--- config.mk ---
export PLATFORM = sky130hd
export DESIGN_NAME = traffic_light_monitor
export DESIGN_NICKNAME = d
export VERILOG_FILES = /design/src/rtl/tl_pkg.sv /design/src/rtl/tl_phase_decode.sv /design/src/rtl/traffic_light_monitor.sv
export SDC_FILE = /design/constraint.sdc
export NUM_CORES = 1
export LEC_CHECK = 0
export CAP_MARGIN = 20
export CORE_ASPECT_RATIO = 0.75
export CORE_MARGIN = 2
export CORE_UTILIZATION = 40
export CTS_CLUSTER_SIZE = 12
export DETAILED_ROUTE_END_ITERATION = 10
export GPL_TIMING_DRIVEN = 0
export PLACE_DENSITY_LB_ADDON = 0.2
export SETUP_SLACK_MARGIN = 0.4
export SLEW_MARGIN = 20
export SYNTH_ARGS = -nofsm -noshare
export SYNTH_HDL_FRONTEND = slang
export SYNTH_SLANG_ARGS = --single-unit
--- constraint.sdc ---
create_clock -name clk -period 2.5 [get_ports clk]
set_clock_uncertainty 0.2 [all_clocks]
set_input_delay 0.25 -clock clk [delete_from_list [all_inputs] [get_ports clk]]
set_output_delay 0.25 -clock clk [all_outputs]
set_load 0.01 [all_outputs]
--- src/rtl/tl_pkg.sv ---
// rtl/tl_pkg.sv - shared traffic-light phase encoding, default timing and ordering
package tl_pkg;

  typedef enum logic [1:0] {
    PH_SYNC   = 2'd0,
    PH_RED    = 2'd1,
    PH_GREEN  = 2'd2,
    PH_YELLOW = 2'd3
  } phase_t;

  localparam int RED_T    = 20;
  localparam int GREEN_T  = 15;
  localparam int YELLOW_T = 5;

  // Legal successor of each lamp phase; SYNC has no successor.
  function automatic phase_t next_phase(input phase_t p);
    case (p)
      PH_RED:    next_phase = PH_GREEN;
      PH_GREEN:  next_phase = PH_YELLOW;
      PH_YELLOW: next_phase = PH_RED;
      default:   next_phase = PH_SYNC;
    endcase
  endfunction

endpackage

--- src/rtl/tl_phase_decode.sv ---
// rtl/tl_phase_decode.sv - lamp lines to {valid, phase}, combinational
module tl_phase_decode
  import tl_pkg::*;
(
  input  logic   red,
  input  logic   green,
  input  logic   yellow,
  output logic   valid,
  output phase_t ph
);

  always_comb begin
    valid = 1'b0;
    ph    = PH_SYNC;
    case ({red, green, yellow})
      3'b100: begin valid = 1'b1; ph = PH_RED;    end
      3'b010: begin valid = 1'b1; ph = PH_GREEN;  end
      3'b001: begin valid = 1'b1; ph = PH_YELLOW; end
      default: begin valid = 1'b0; ph = PH_SYNC;  end
    endcase
  end

endmodule

--- src/rtl/traffic_light_monitor.sv ---
// rtl/traffic_light_monitor.sv - passive lamp/countdown checker with sticky error flags
module traffic_light_monitor #(
  parameter int RED_T    = tl_pkg::RED_T,
  parameter int GREEN_T  = tl_pkg::GREEN_T,
  parameter int YELLOW_T = tl_pkg::YELLOW_T,
  parameter int CW       = 6
) (
  input  logic          clk,
  input  logic          rst,
  input  logic          red,
  input  logic          green,
  input  logic          yellow,
  input  logic [CW-1:0] cnt_in,
  output logic [1:0]    phase,
  output logic [CW-1:0] phase_len,
  output logic [7:0]    cycles_done,
  output logic          err_onehot,
  output logic          err_order,
  output logic          err_len,
  output logic          err_cnt,
  output logic          err_any
);
  import tl_pkg::*;

  logic          valid;
  phase_t        obs_ph;
  phase_t        phase_q, phase_n;
  logic [CW-1:0] dur_q, dur_n, prev_q, prev_n, len_q, len_n, req_len;
  logic          partial_q, partial_n;
  logic [7:0]    cyc_q, cyc_n;
  logic          e_oh_q, e_oh_n, e_ord_q, e_ord_n, e_len_q, e_len_n, e_cnt_q, e_cnt_n;
  logic          legal;

  tl_phase_decode u_decode (
    .red    (red),
    .green  (green),
    .yellow (yellow),
    .valid  (valid),
    .ph     (obs_ph)
  );

  always_comb begin
    case (phase_q)
      PH_RED:    req_len = CW'(RED_T);
      PH_GREEN:  req_len = CW'(GREEN_T);
      PH_YELLOW: req_len = CW'(YELLOW_T);
      default:   req_len = '0;
    endcase
  end

  always_ff @(posedge clk or posedge rst) begin
    if (rst) begin
      phase_q   <= PH_SYNC;
      dur_q     <= '0;
      prev_q    <= '0;
      len_q     <= '0;
      partial_q <= 1'b1;
      cyc_q     <= '0;
      e_oh_q    <= 1'b0;
      e_ord_q   <= 1'b0;
      e_len_q   <= 1'b0;
      e_cnt_q   <= 1'b0;
    end else begin
      phase_q   <= phase_n;
      dur_q     <= dur_n;
      prev_q    <= prev_n;
      len_q     <= len_n;
      partial_q <= partial_n;
      cyc_q     <= cyc_n;
      e_oh_q    <= e_oh_n;
      e_ord_q   <= e_ord_n;
      e_len_q   <= e_len_n;
      e_cnt_q   <= e_cnt_n;
    end
  end

  always_comb begin
    phase_n   = phase_q;
    dur_n     = dur_q;
    prev_n    = prev_q;
    len_n     = len_q;
    partial_n = partial_q;
    cyc_n     = cyc_q;
    e_oh_n    = e_oh_q;
    e_ord_n   = e_ord_q;
    e_len_n   = e_len_q;
    e_cnt_n   = e_cnt_q;
    legal     = (obs_ph == next_phase(phase_q));
    if (!valid) begin
      e_oh_n = 1'b1;
    end else if (phase_q == PH_SYNC) begin
      phase_n   = obs_ph;
      dur_n     = CW'(1);
      partial_n = 1'b1;
      prev_n    = cnt_in;
    end else if (obs_ph == phase_q) begin
      if (dur_q != '1) dur_n = dur_q + CW'(1);
      if (prev_q == '0 || cnt_in != prev_q - CW'(1)) e_cnt_n = 1'b1;
      prev_n = cnt_in;
    end else begin
      len_n = dur_q;
      if (!partial_q && dur_q != req_len) e_len_n = 1'b1;
      if (!legal) e_ord_n = 1'b1;
      // A cycle only counts when it closes a fully observed yellow phase.
      if (legal && phase_q == PH_YELLOW && !partial_q && cyc_q != 8'd255)
        cyc_n = cyc_q + 8'd1;
      phase_n   = obs_ph;
      dur_n     = CW'(1);
      partial_n = 1'b0;
      prev_n    = cnt_in;
    end
  end

  assign phase       = phase_q;
  assign phase_len   = len_q;
  assign cycles_done = cyc_q;
  assign err_onehot  = e_oh_q;
  assign err_order   = e_ord_q;
  assign err_len     = e_len_q;
  assign err_cnt     = e_cnt_q;
  assign err_any     = e_oh_q | e_ord_q | e_len_q | e_cnt_q;

endmodule

==> impl_metrics.yaml <==
clock_network:
  root_buffer: "clkbuf_8"
  clock-sinks: 33
  insertion_delay_ns: 0.28
  clockBufferDepth: 2
  clkTransAtPathRegs_ns: 0.07
  ctsHtreeMaxLevel: 2
  tritoncts: "built"
  cts_hold_buf: 0
  cts_buffers: 5
pwr:
  power.switching_uw: 562
  p_comb_share_pct: 36.6
  p_leak_uw: 0.00109
  clkPwrFrac_pct: 22.6
  p_sw_share_pct: 33.5
  p_int_uw: 1120
  p_total_uw: 1680
  seqPwrFrac_pct: 40.8
  ir_worst_vdd_mv: 0.394
  powerDensity_nw_per_um2: 641
synthesis:
  ys.flop_type: "dfrtp_1"
  synth-async-reset-ratio_pct: 100
  ys_top_cells_by_count: "dfrtp_1 (32), nor2_1 (15), xor2_1 (13), xnor2_1 (10), nand3_1 (9)"
  synth_area_per_cell_um2: 10.5
  ys_ff_latch: 33
  synthAdderAreaFrac_pct: 5.00
  synth-compound-area-share_pct: 11.3
  synthesis.area_um2: 1980
  synth_cell_types: 52
  yosys_warnings: 0
  synth_xor_area_share_pct: 10.2
  synth_top_family_by_area: "simple AND/OR/NAND/NOR gates"
  netlist.area_leader.share_pct: 40.5
  synth_edf_count: 0
  synth.most_common_cell: "dfrtp_1"
  synth_mux_area_share_pct: 7.28
  synthCells: 189
  synthSimpleGateAreaFrac_pct: 20.1
  synth_top_cell_by_area: "dfrtp_1"
  seq_area_frac_synth_pct: 41.8
  synth.area.top_cells: "dfrtp_1 (41%), xor2_1 (5.8%), ha_1 (4.4%)"
  syn_nets: 207
route:
  wirelength_um: 4570
  drcViolationCount: 0
  dr.pass1.iters: 4
  wl_per_cell_um: 15.3
  drtIter0Drc: 72
  viasPerCell: 5.33
  vias: 1588
  final_antenna_net_count: 0
place:
  dpl_cell_area_um2: 2380
  finalWeightedCongestion: 0.847
  io_buffers: 29
  hpwl_um: 3070
  pre_cts_ws_ns: -0.248
global_routing:
  grt_pass1_wl_um: 7460
  grt_util_all_layers_pct: 17.3
  overflow: 0
  antenna_found_initial: 0
  grt_max_degree: 34
  first_global_vias: 1530
cells_and_area:
  final_area_um2: 2620
  diodes: 0
  final_nets: 255
  drive_gt1_share_pct: 21.4
  area_delta_synth_final_pct: 32.3
  fillers: 407
die:
  coreArea_um2: 4820
  start_util_pct: 41.0
  die_height_um: 64.9
  row_count: 22
  die_area_um2: 5530
  ios: 32
  fp.dieW_um: 85.2
critical_path:
  startpoint_type: "flip-flop"
  cp.arrival_ns: 2.56
  cp-end-kind: "flip-flop"
  setup.worst_path.class: "flip-flop to flip-flop"
  crit_path_max_fanout: 4
  r2r_slack_ns: -0.09
  critPathRequiredTime_ns: 2.47
timing:
  finalHoldViolations: 0
  period_needed_ns: 2.59
  relSlewSlack_pct: 54.3
  fin_ws_ns: -0.0928
  fmax_mhz: 386
  period_share_pct: 104
  rsz0062_at_grt: "true"
  final.setup.tns_ns: -0.109
  setup_viol: 2
  worstMarginPinSlew_ns: 0.685
  slew_violations: 0
  fin_hold_ws_ns: 0.191
run_status:
  status: "finished, violations left"
  violations: "setup timing"
run:
  cap_violations: 0
min_path:
  hp-class: "input pin to asynchronous set/reset pin"
state kept, by name, summed over array words and instances, names as in the netlist:
| name | cells |
|---|---|
| err_onehot | 1 |
| err_len | 1 |
| partial_q | 1 |
| phase_len | 6 |
| cycles_done | 8 |
| err_cnt | 1 |
| phase | 2 |
| prev_q | 6 |
| dur_q | 6 |
| err_order | 1 |
cells in the final DEF, fill, tap and decap left out, types with 5 or more instances in the layout:
| cell | netlist | layout |
|---|---|---|
| dfrtp_1 | 32 | 31 |
| clkdlybuf4s50_1 | 0 | 27 |
| nor2_1 | 15 | 15 |
| xor2_1 | 13 | 13 |
| buf_4 | 1 | 12 |
| xnor2_1 | 10 | 10 |
| nand3_1 | 9 | 9 |
| nand2_1 | 6 | 6 |
| a21oi_1 | 6 | 6 |
| nand4_1 | 6 | 6 |
| mux2_1 | 7 | 6 |
| ha_1 | 7 | 5 |
| clkbuf_8 | 0 | 5 |
per-layer routing:
| metal | up-vias | wire (um) | global-route usage [%] |
|---|---|---|---|
| li1 | 782 | - | - |
| met1 | 755 | 2240 | 24.5 |
| met2 | 44 | 2040 | 26.1 |
| met3 | 7 | 227 | 3.57 |
| met4 | 0 | 72 | 6.35 |
| met5 | - | 0 | 0 |
area by class of cell:
class / instances / area (um2) / area share, %
Buffer: 11 / 73.8 / 2.82
Clock buffer: 6 / 72.6 / 2.77
Clock inverter: 2 / 10.0 / 0.383
Inverter: 7 / 38.8 / 1.48
Multi-Input combinational cell: 138 / 1140 / 43.4
Sequential cell: 33 / 828 / 31.7
Tap cell: 60 / 75.1 / 2.87
Timing Repair Buffer: 41 / 382 / 14.6
metrics by stage:
stage,std cells,utilization [%]
finish,298,54.3
detailed placement,278,49.5
global route,298,54.3
CTS,296,53.2
global placement,278,49.5
floorplan,189,-
worst max-delay path: stages, from the launching register on:
cell	delay (ns)
dfrtp_2	0.44
buf_6	0.14
inv_8	0.06
ha_4	0.20
or4_1	0.47
a211o_1	0.30
o211ai_4	0.11
nor3b_4	0.24
mux2_4	0.31
power by group through the flow:
stage / Clock, uW / Sequential, uW / Combinational [uW]
after global placement: 0 / 692 / 520
final: 380 / 684 / 614
after detailed placement: 0 / 692 / 530
after CTS: 391 / 683 / 585
after floorplan: 0 / 693 / 343
after global routing: 420 / 695 / 664
final timing paths:
| check | startpoint | end | cells after the start |
|---|---|---|---|
| max | phase[0] | cycles_done[1] | 8 |
| min | rst | phase_len[1] | 2 |
| max reg2reg | phase[0] | cycles_done[1] | 8 |
| min reg2reg | phase_len[3] | phase_len[3] | 1 |
| max in group asynchronous | rst | phase[0] | 2 |
| min in group clk | yellow | phase[1] | 4 |
kinds of logic (layout without fill, tap and decap cells):
family | count (synthesis) | after routing
and+or+nand+nor | 65 | 65
AOI/OAI and AO/OA | 29 | 29
DFF | 33 | 33
xor gates and xnor gates | 23 | 23
buffers and inverters | 18 | 67
muxes | 13 | 13
adders and majority gates | 8 | 8
timing repair:
item                       in CTS  in global routing
pin swaps                       2                  5
buffers inserted               10                  2
setup endpoints to repair      26                 27
resized for setup               7                 10
No activity file was read; power rests on OpenSTA's default activity.
